## config.mk

```make
export PLATFORM = sky130hd
export DESIGN_NAME = addsub_arbiter
export DESIGN_NICKNAME = d
export VERILOG_FILES = /design/src/rtl/addsub_pkg.sv /design/src/rtl/addsub_cla.sv /design/src/rtl/addsub_arbiter.sv
export SDC_FILE = /design/constraint.sdc
export NUM_CORES = 1
export LEC_CHECK = 0
export CORE_MARGIN = 1
export CORE_UTILIZATION = 45
export CTS_CLUSTER_DIAMETER = 50
export CTS_CLUSTER_SIZE = 30
export DETAILED_ROUTE_END_ITERATION = 7
export PLACE_DENSITY = 0.89
export REMOVE_ABC_BUFFERS = 1
export SLEW_MARGIN = 20
export SYNTH_ARGS = -nofsm -noshare
export SYNTH_HDL_FRONTEND = slang
export SYNTH_SLANG_ARGS = --single-unit
```

## constraint.sdc

```tcl
create_clock -name clk -period 6.3 [get_ports clk]
set_clock_uncertainty 0.2 [all_clocks]
set_input_delay 1.26 -clock clk [delete_from_list [all_inputs] [get_ports clk]]
set_output_delay 1.26 -clock clk [all_outputs]
set_load 0.005 [all_outputs]
```

## src/rtl/addsub_pkg.sv

```systemverilog
// Shared types, widths and carry-lookahead helpers for the add/sub arbiter.
package addsub_pkg;
  localparam int DATA_W  = 16;
  localparam int NUM_REQ = 2;

  typedef enum logic [1:0] {
    IDLE = 2'd0,
    EXEC = 2'd1,
    RESP = 2'd2
  } state_e;

  // Lookahead carries into bits 1..3 of a 4-wide group from generate/propagate and carry-in.
  function automatic logic [2:0] cla_carry3(input logic [2:0] g, input logic [2:0] p,
                                            input logic ci);
    logic [2:0] c;
    c[0] = g[0] | (p[0] & ci);
    c[1] = g[1] | (p[1] & g[0]) | (p[1] & p[0] & ci);
    c[2] = g[2] | (p[2] & g[1]) | (p[2] & p[1] & g[0]) | (p[2] & p[1] & p[0] & ci);
    return c;
  endfunction

  function automatic logic grp_gen(input logic [3:0] g, input logic [3:0] p);
    return g[3] | (p[3] & g[2]) | (p[3] & p[2] & g[1]) | (p[3] & p[2] & p[1] & g[0]);
  endfunction
endpackage

```

## src/rtl/addsub_cla.sv

```systemverilog
// 16-bit two-level carry-lookahead adder/subtractor: sub=1 inverts B and injects carry-in.
module addsub_cla
  import addsub_pkg::*;
(
  input  logic [DATA_W-1:0] a,
  input  logic [DATA_W-1:0] b,
  input  logic              sub,
  output logic [DATA_W-1:0] sum,
  output logic              cout
);
  localparam int NGRP = DATA_W / 4;

  logic [DATA_W-1:0] b_x, g, p, c;
  logic [NGRP-1:0]   gg, pg, cin_grp;

  always_comb begin
    b_x = b ^ {DATA_W{sub}};
    g   = a & b_x;
    p   = a ^ b_x;
    for (int k = 0; k < NGRP; k++) begin
      gg[k] = grp_gen(g[4*k +: 4], p[4*k +: 4]);
      pg[k] = &p[4*k +: 4];
    end
    // Second lookahead level produces the carry into each 4-bit group.
    cin_grp = {cla_carry3(gg[2:0], pg[2:0], sub), sub};
    c = '0;
    for (int k = 0; k < NGRP; k++) begin
      c[4*k]       = cin_grp[k];
      c[4*k+1 +: 3] = cla_carry3(g[4*k +: 3], p[4*k +: 3], cin_grp[k]);
    end
    sum  = p ^ c;
    cout = grp_gen(gg, pg) | (&pg & sub);
  end
endmodule

```

## src/rtl/addsub_arbiter.sv

```systemverilog
// Round-robin arbiter and sequencer for the shared add/sub unit; one op in flight.
// IDLE: grant a requester | EXEC: adder runs on latched operands | RESP: hold response
module addsub_arbiter
  import addsub_pkg::*;
#(
  parameter logic PRIO_INIT = 1'b0
) (
  input  logic               clk,
  input  logic               rst_n,
  input  logic [NUM_REQ-1:0] req_valid,
  output logic [NUM_REQ-1:0] req_ready,
  input  logic [DATA_W-1:0]  req_a0,
  input  logic [DATA_W-1:0]  req_b0,
  input  logic [DATA_W-1:0]  req_a1,
  input  logic [DATA_W-1:0]  req_b1,
  input  logic [NUM_REQ-1:0] req_sub,
  input  logic [NUM_REQ-1:0] req_sign,
  output logic               rsp_valid,
  input  logic               rsp_ready,
  output logic               rsp_id,
  output logic [DATA_W-1:0]  rsp_sum,
  output logic               rsp_ovf,
  output logic               busy
);
  state_e            state_q, state_d;
  logic              prio_q, prio_d;
  logic [DATA_W-1:0] a_q, a_d, b_q, b_d, sum_q, sum_d;
  logic              sub_q, sub_d, sign_q, sign_d, id_q, id_d, ovf_q, ovf_d;

  logic              grant_id;
  logic [DATA_W-1:0] add_sum;
  logic              add_cout, b_msb, sgn_ovf, uns_ovf, ovf_calc;

  addsub_cla u_cla (
    .a    (a_q),
    .b    (b_q),
    .sub  (sub_q),
    .sum  (add_sum),
    .cout (add_cout)
  );

  // Unsigned subtract has no carry-out exactly when A < B.
  always_comb begin
    b_msb    = b_q[DATA_W-1] ^ sub_q;
    sgn_ovf  = (a_q[DATA_W-1] == b_msb) && (add_sum[DATA_W-1] != a_q[DATA_W-1]);
    uns_ovf  = sub_q ? ~add_cout : add_cout;
    ovf_calc = sign_q ? sgn_ovf : uns_ovf;
  end

  always_comb begin
    state_d   = state_q;
    prio_d    = prio_q;
    a_d       = a_q;
    b_d       = b_q;
    sub_d     = sub_q;
    sign_d    = sign_q;
    id_d      = id_q;
    sum_d     = sum_q;
    ovf_d     = ovf_q;
    req_ready = '0;
    grant_id  = (&req_valid) ? prio_q : req_valid[1];
    case (state_q)
      IDLE: begin
        if (|req_valid) begin
          req_ready[grant_id] = 1'b1;
          a_d     = grant_id ? req_a1 : req_a0;
          b_d     = grant_id ? req_b1 : req_b0;
          sub_d   = req_sub[grant_id];
          sign_d  = req_sign[grant_id];
          id_d    = grant_id;
          prio_d  = ~grant_id;
          state_d = EXEC;
        end
      end
      EXEC: begin
        sum_d   = add_sum;
        ovf_d   = ovf_calc;
        state_d = RESP;
      end
      RESP: begin
        if (rsp_ready) state_d = IDLE;
      end
      default: state_d = IDLE;
    endcase
  end

  always_ff @(posedge clk) begin
    if (!rst_n) begin
      state_q <= IDLE;
      prio_q  <= PRIO_INIT;
      a_q     <= '0;
      b_q     <= '0;
      sub_q   <= 1'b0;
      sign_q  <= 1'b0;
      id_q    <= 1'b0;
      sum_q   <= '0;
      ovf_q   <= 1'b0;
    end else begin
      state_q <= state_d;
      prio_q  <= prio_d;
      a_q     <= a_d;
      b_q     <= b_d;
      sub_q   <= sub_d;
      sign_q  <= sign_d;
      id_q    <= id_d;
      sum_q   <= sum_d;
      ovf_q   <= ovf_d;
    end
  end

  assign rsp_valid = (state_q == RESP);
  assign busy      = (state_q != IDLE);
  assign rsp_id    = id_q;
  assign rsp_sum   = sum_q;
  assign rsp_ovf   = ovf_q;
endmodule
```

**Word-level counts from Yosys, hierarchy flattened**

Index checks and enable logic that the tools add are counted.

- Flip-flop bits (word level): 55
- Latch bits: 0
- Memory bits (writable): 0
- Memory bits (read-only): 0
- Word-level logic and storage cells: 170
- Memories: 0

- $add $sub $neg: 0
- $mul: 0
- Div/mod/pow operators: 0
- $lt $le $gt $ge: 2
- Eq/ne operators: 6
- Shifts and indexed selects: 0
- Mux-type cells: 16
- Bitwise operators: 124
- Reductions and logical operators: 13

Operator list:

| kind | number |
|---|---|
| 1-bit AND | 71 |
| 16-bit bitwise XOR | 3 |
| 1-bit bitwise OR | 46 |
| 16-bit two-way mux | 2 |
| 16-bit AND | 1 |
| 16-bit AND reduction | 1 |
| 4-bit AND reduction | 4 |
| 1-bit two-way mux | 8 |
| 2-bit two-way mux | 4 |
| 2-bit one-hot mux with 3 select lines | 1 |
| 2-bit AND reduction | 3 |
| 2-bit by 1-bit equality test with 1-bit output (second input constant) | 1 |
| 2-bit equality test (second input constant) | 1 |
| 1-bit logical AND | 2 |
| 2-bit logical NOT | 1 |
| 1-bit by 2-bit less-than comparator with 1-bit output (second input constant) | 1 |
| 2-bit by 1-bit inequality test with 1-bit output (second input constant) | 1 |
| 2-bit inequality test (second input constant) | 1 |
| 1-bit inverter | 2 |
| 2-bit nonzero test | 1 |
| 2-bit OR reduction | 1 |
| 1-bit demux with 1-bit select | 1 |
| 1-bit equality test | 1 |
| 1-bit >= comparator (second input constant) | 1 |
| other kinds (2) | 2 |

**Depth between registers and ports, before layout**

- Depth in word-level cells: 16
- Gate-level depth with buffers: 14
- Depth with buffers taken out: 12

**Modules after synthesis**

A second synthesis with hierarchy kept.

- Cell total of the unflattened synthesis: 408
- Area, all modules: 3,370.7 µm²

Modules (own cells, without submodules):

| module | times used | cells an instance | area an instance (µm²) | seq. area each (µm²) |
|---|---|---|---|---|
| addsub_arbiter | 1 | 303 | 2,498.6 | 1,101.1 |
| addsub_cla | 1 | 105 | 872.1 | 0.0 |

**Worst setup path after synthesis**

No wires, ideal clock.

- Kind: in2out
- Start: input port req_valid[0]
- End: output port req_ready[1]
- Arrival time: 1.999 ns
- Required time: 4.840 ns
- Setup slack: 2.841 ns
- Cell stages on the path: 4
- Path buffers: 1
- Cells stage by stage: inv_1 > o21ai_0 > nor2_1 > clkbuf_1

- Word-level cells in the longest chain between the ends: 8

RTL lines:

| item | RTL line | text |
|---|---|---|
| from (decl) | addsub_arbiter.sv:10 | `input logic [NUM_REQ-1:0] req_valid,` |
| 2-bit AND reduction | addsub_arbiter.sv:61 | `grant_id = (&req_valid) ? prio_q : req_valid[1];` |
| 1-bit two-way mux | addsub_arbiter.sv:61 |  |
| 1-bit by 2-bit less-than comparator with 1-bit output (implied by the code) or 1-bit >= comparator (tied branches) | addsub_arbiter.sv:65 | `req_ready[grant_id] = 1'b1;` |
| 1-bit logical AND (implied by the code) | addsub_arbiter.sv:65 |  |
| 1-bit two-way mux (implied by the code) | addsub_arbiter.sv:65 |  |
| 1-bit demux with 1-bit select | addsub_arbiter.sv:65 |  |
| 2-bit two-way mux (*) | addsub_arbiter.sv:64 | `if (\|req_valid) begin` |
| 2-bit two-way mux (*) | addsub_arbiter.sv:62 | `case (state_q)` |
| to (decl) | addsub_arbiter.sv:11 | `output logic [NUM_REQ-1:0] req_ready,` |

Every way passes the cells marked *; elsewhere a longest branch is shown, timed or not.

**Final worst setup path**

- Start: input port req_valid[1]
- End: output port req_ready[1]

Same word-level chain as after synthesis.

==> results.sh <==
export IMPL_std_cell_rows=28
export IMPL_rsz0062_at_grt="no"
export IMPL_worstRegToRegCells=11
export IMPL_grt_max_degree=38
export IMPL_numCtsBuffers=5
export IMPL_drive_gt1_share_pct=5.67
export IMPL_chipHeight_um=82.4
export IMPL_relSlewSlack_pct=33.3
export IMPL_dp_hpwl_mm=5.65
export IMPL_slowest_delay_ps=640
export IMPL_antenna_found_initial=0
export IMPL_ys_top_cells_by_area="dfxtp_1 38%, a222oi_1 12%, ha_1 6.9%"
export IMPL_initial_utilization_pct=47.7
export IMPL_clkSinkCount=55
export IMPL_cp_start_kind="primary input"
export IMPL_clock_root_buffer="clkbuf_8"
export IMPL_ys_flop_type="dfxtp_1"
export IMPL_power_total_uw=977
export IMPL_io_buffers=94
export IMPL_clock_latency_ps=320
export IMPL_arrival_ps=3220
export IMPL_via_per_inst=6.02
export IMPL_synthCells=319
export IMPL_critPathMostFrequentCell="clkdlybuf4s50_1"
export IMPL_outcome="finished, final reports clean"
export IMPL_vias=2894
export IMPL_dr_pass1_iters=7
export IMPL_synth_top_area_share_pct=37.8
export IMPL_nFillCells=505
export IMPL_end_kind="primary output"
export IMPL_routed_wl_mm=7.84
export IMPL_placed_cells=473
export IMPL_hold_violations=0
export IMPL_hp_class="flop to flop"
export IMPL_synthDistinctLibCells=50
export IMPL_critPathMaxFanout=18
export IMPL_path_cells="clkdlybuf4s50_1 -> o21ai_0 -> nor2_2 -> clkdlybuf4s50_1"
export IMPL_period_minus_slack_ps=4680
export IMPL_insertedDiodeCount=0
export IMPL_setup_viol=0
export IMPL_crit_slowest_cell="clkdlybuf4s50_1"
export IMPL_grt_first_pass_wirelength_mm=12.6
export IMPL_coreArea_um2=6100
export IMPL_synth_commonest_cells="55 x dfxtp_1, 49 x nor2_1, 34 x a222oi_1"
export IMPL_maxCapViolations=0
export IMPL_timing_worst_setup_path_type="primary input to primary output"
export IMPL_track_usage_pct=24.2
export IMPL_peakVddDrop_mv=0.138
export IMPL_seq_area_frac_synth_pct=37.8
export IMPL_path_clk_slew_ps=110
export IMPL_whs_ps=259
export IMPL_fin_cells=481
export IMPL_cts_tree="done"
export IMPL_cts_resized=0
export IMPL_rrSetupSlack_ps=2950
export IMPL_drv_slew=0
export IMPL_fin_crit_sh_pct=74.3
export IMPL_synthArstFlopShare_pct=0
export IMPL_netlist_area_um2=2910
export IMPL_cts_setup_buffers=0
export IMPL_critical_path_required_ps=4840
export IMPL_cp_num_buf_inv=2
export IMPL_die_w_um=82.4
export IMPL_nets=497
export IMPL_crit_family="buffers and inverters"
export IMPL_syn_area_per_cell_um2=9.12
export IMPL_worstMarginPinSlew_ps=999
export IMPL_clockBufferDepth=2
export IMPL_grt_overflow=0
export IMPL_drc=0
export IMPL_hold_buffers=0
export IMPL_dieArea_um2=6790
export IMPL_pin_count=95
export IMPL_yosysWarnings=0
export IMPL_ys_ff_latch=55
export IMPL_htree_levels=2
export IMPL_tns_ps=0
export IMPL_postRouteAntennaNets=0
export IMPL_cellLeakagePower_nw=1.64
export IMPL_fmax_mhz=214
export IMPL_syn2layout_area_growth_pct=38.7
export IMPL_drt_iter0_drc=259
export IMPL_gp_congestion=0.873
export IMPL_hold_depth=2
export IMPL_powerDensity_nw_per_um2=242
export IMPL_crit_cells=4
export IMPL_synth_edf_count=0
export IMPL_synth_most_common_cell="dfxtp_1"
export IMPL_wl_per_cell_um=16.3
export IMPL_post_route_util_pct=66.2
export IMPL_grt_pass1_vias=2744
export IMPL_yosys_area_top_type="dfxtp_1"
==> registers in the layout, summed over array words and instances (netlist names) <==
| name | cells |
|---|---|
| a_q | 16 |
| b_q | 16 |
| rsp_sum | 16 |
| state_q | 2 |
| prio_q | 1 |
| rsp_id | 1 |
| rsp_ovf | 1 |
| sign_q | 1 |
| sub_q | 1 |
==> layout by cell type (no fill, tap or decap), types with 3 or more instances in the layout <==
master           Yosys  routed
nand3_1              6       6
xor2_1              17      17
clkbuf_8             0       6
a21o_1               3       3
a21oi_1             13      13
fa_1                 3       3
nand2_1             18      18
o21ai_0              6       6
o31ai_1              3       3
inv_1               11      11
xnor2_1              7       7
nor3_1               4       4
a211oi_1             5       5
and2_1               4       4
dfxtp_1             55      55
o21a_1               4       4
buf_4                1       6
clkdlybuf4s50_1      0      94
nand4_1              3       3
a222oi_1            34      34
ha_1                16      16
nor2_1              49      48
==> worst min-delay path, stage by stage, from the launching register on <==
cell     delay [ps]
dfxtp_1         320
nand2_1          50
a21oi_1          50
==> power by group <==
part	total [mW]	internal [mW]	leakage [nW]	switching (mW)
logic	0.322	0.162	1.13	0.160
clock network	0.250	0.131	0.0618	0.119
registers	0.405	0.382	0.452	0.0234
total	0.977	0.674	1.64	0.303
==> metal layers <==
layer	vias up	share of wire (%)	GRT usage, %
met5	-	0	0
met4	0	2.4	9.30
met3	19	6.1	4.18
met2	121	50	42.1
met1	1384	42	29.5
li1	1370	-	-
==> stage by stage <==
step / cell area (µm²) / setup slack [ps]
finish: 4040 / 1620
global route: 4040 / 1500
CTS: 4040 / 1630
detailed placement: 3910 / 1630
global placement: 3910 / 1690
floorplan: 2820 / 2350
==> cells by family after synthesis <==
kind of cell | after synthesis | synth area share [%]
multiplexers | 1 | 0.344
buffers and inverters | 32 | 4.51
AO/OA/AOI/OAI | 88 | 25.0
AND/OR/NAND/NOR | 100 | 16.2
flip-flops | 55 | 37.8
adder cells (fa/ha/maj) | 19 | 8.94
XOR/XNOR | 24 | 7.22
==> worst paths after layout <==
| check | from | endpoint |
|---|---|---|
| min | rsp_sum[9] | rsp_sum[9] |
| min reg2reg | rsp_sum[9] | rsp_sum[9] |
| max reg2reg | sub_q | rsp_sum[12] |
| max | req_valid[1] | req_ready[1] |
==> cell type report <==
type / count / area [µm²] / share of cell area [%]
Clock buffer: 6 / 82.6 / 2.05
Timing Repair Buffer: 100 / 986 / 24.4
Tap cell: 75 / 93.8 / 2.33
Sequential cell: 55 / 1100 / 27.3
Multi-Input combinational cell: 232 / 1690 / 41.9
Clock inverter: 2 / 38.8 / 0.961
Inverter: 11 / 41.3 / 1.02
Power figures use the tool's default switching activity.
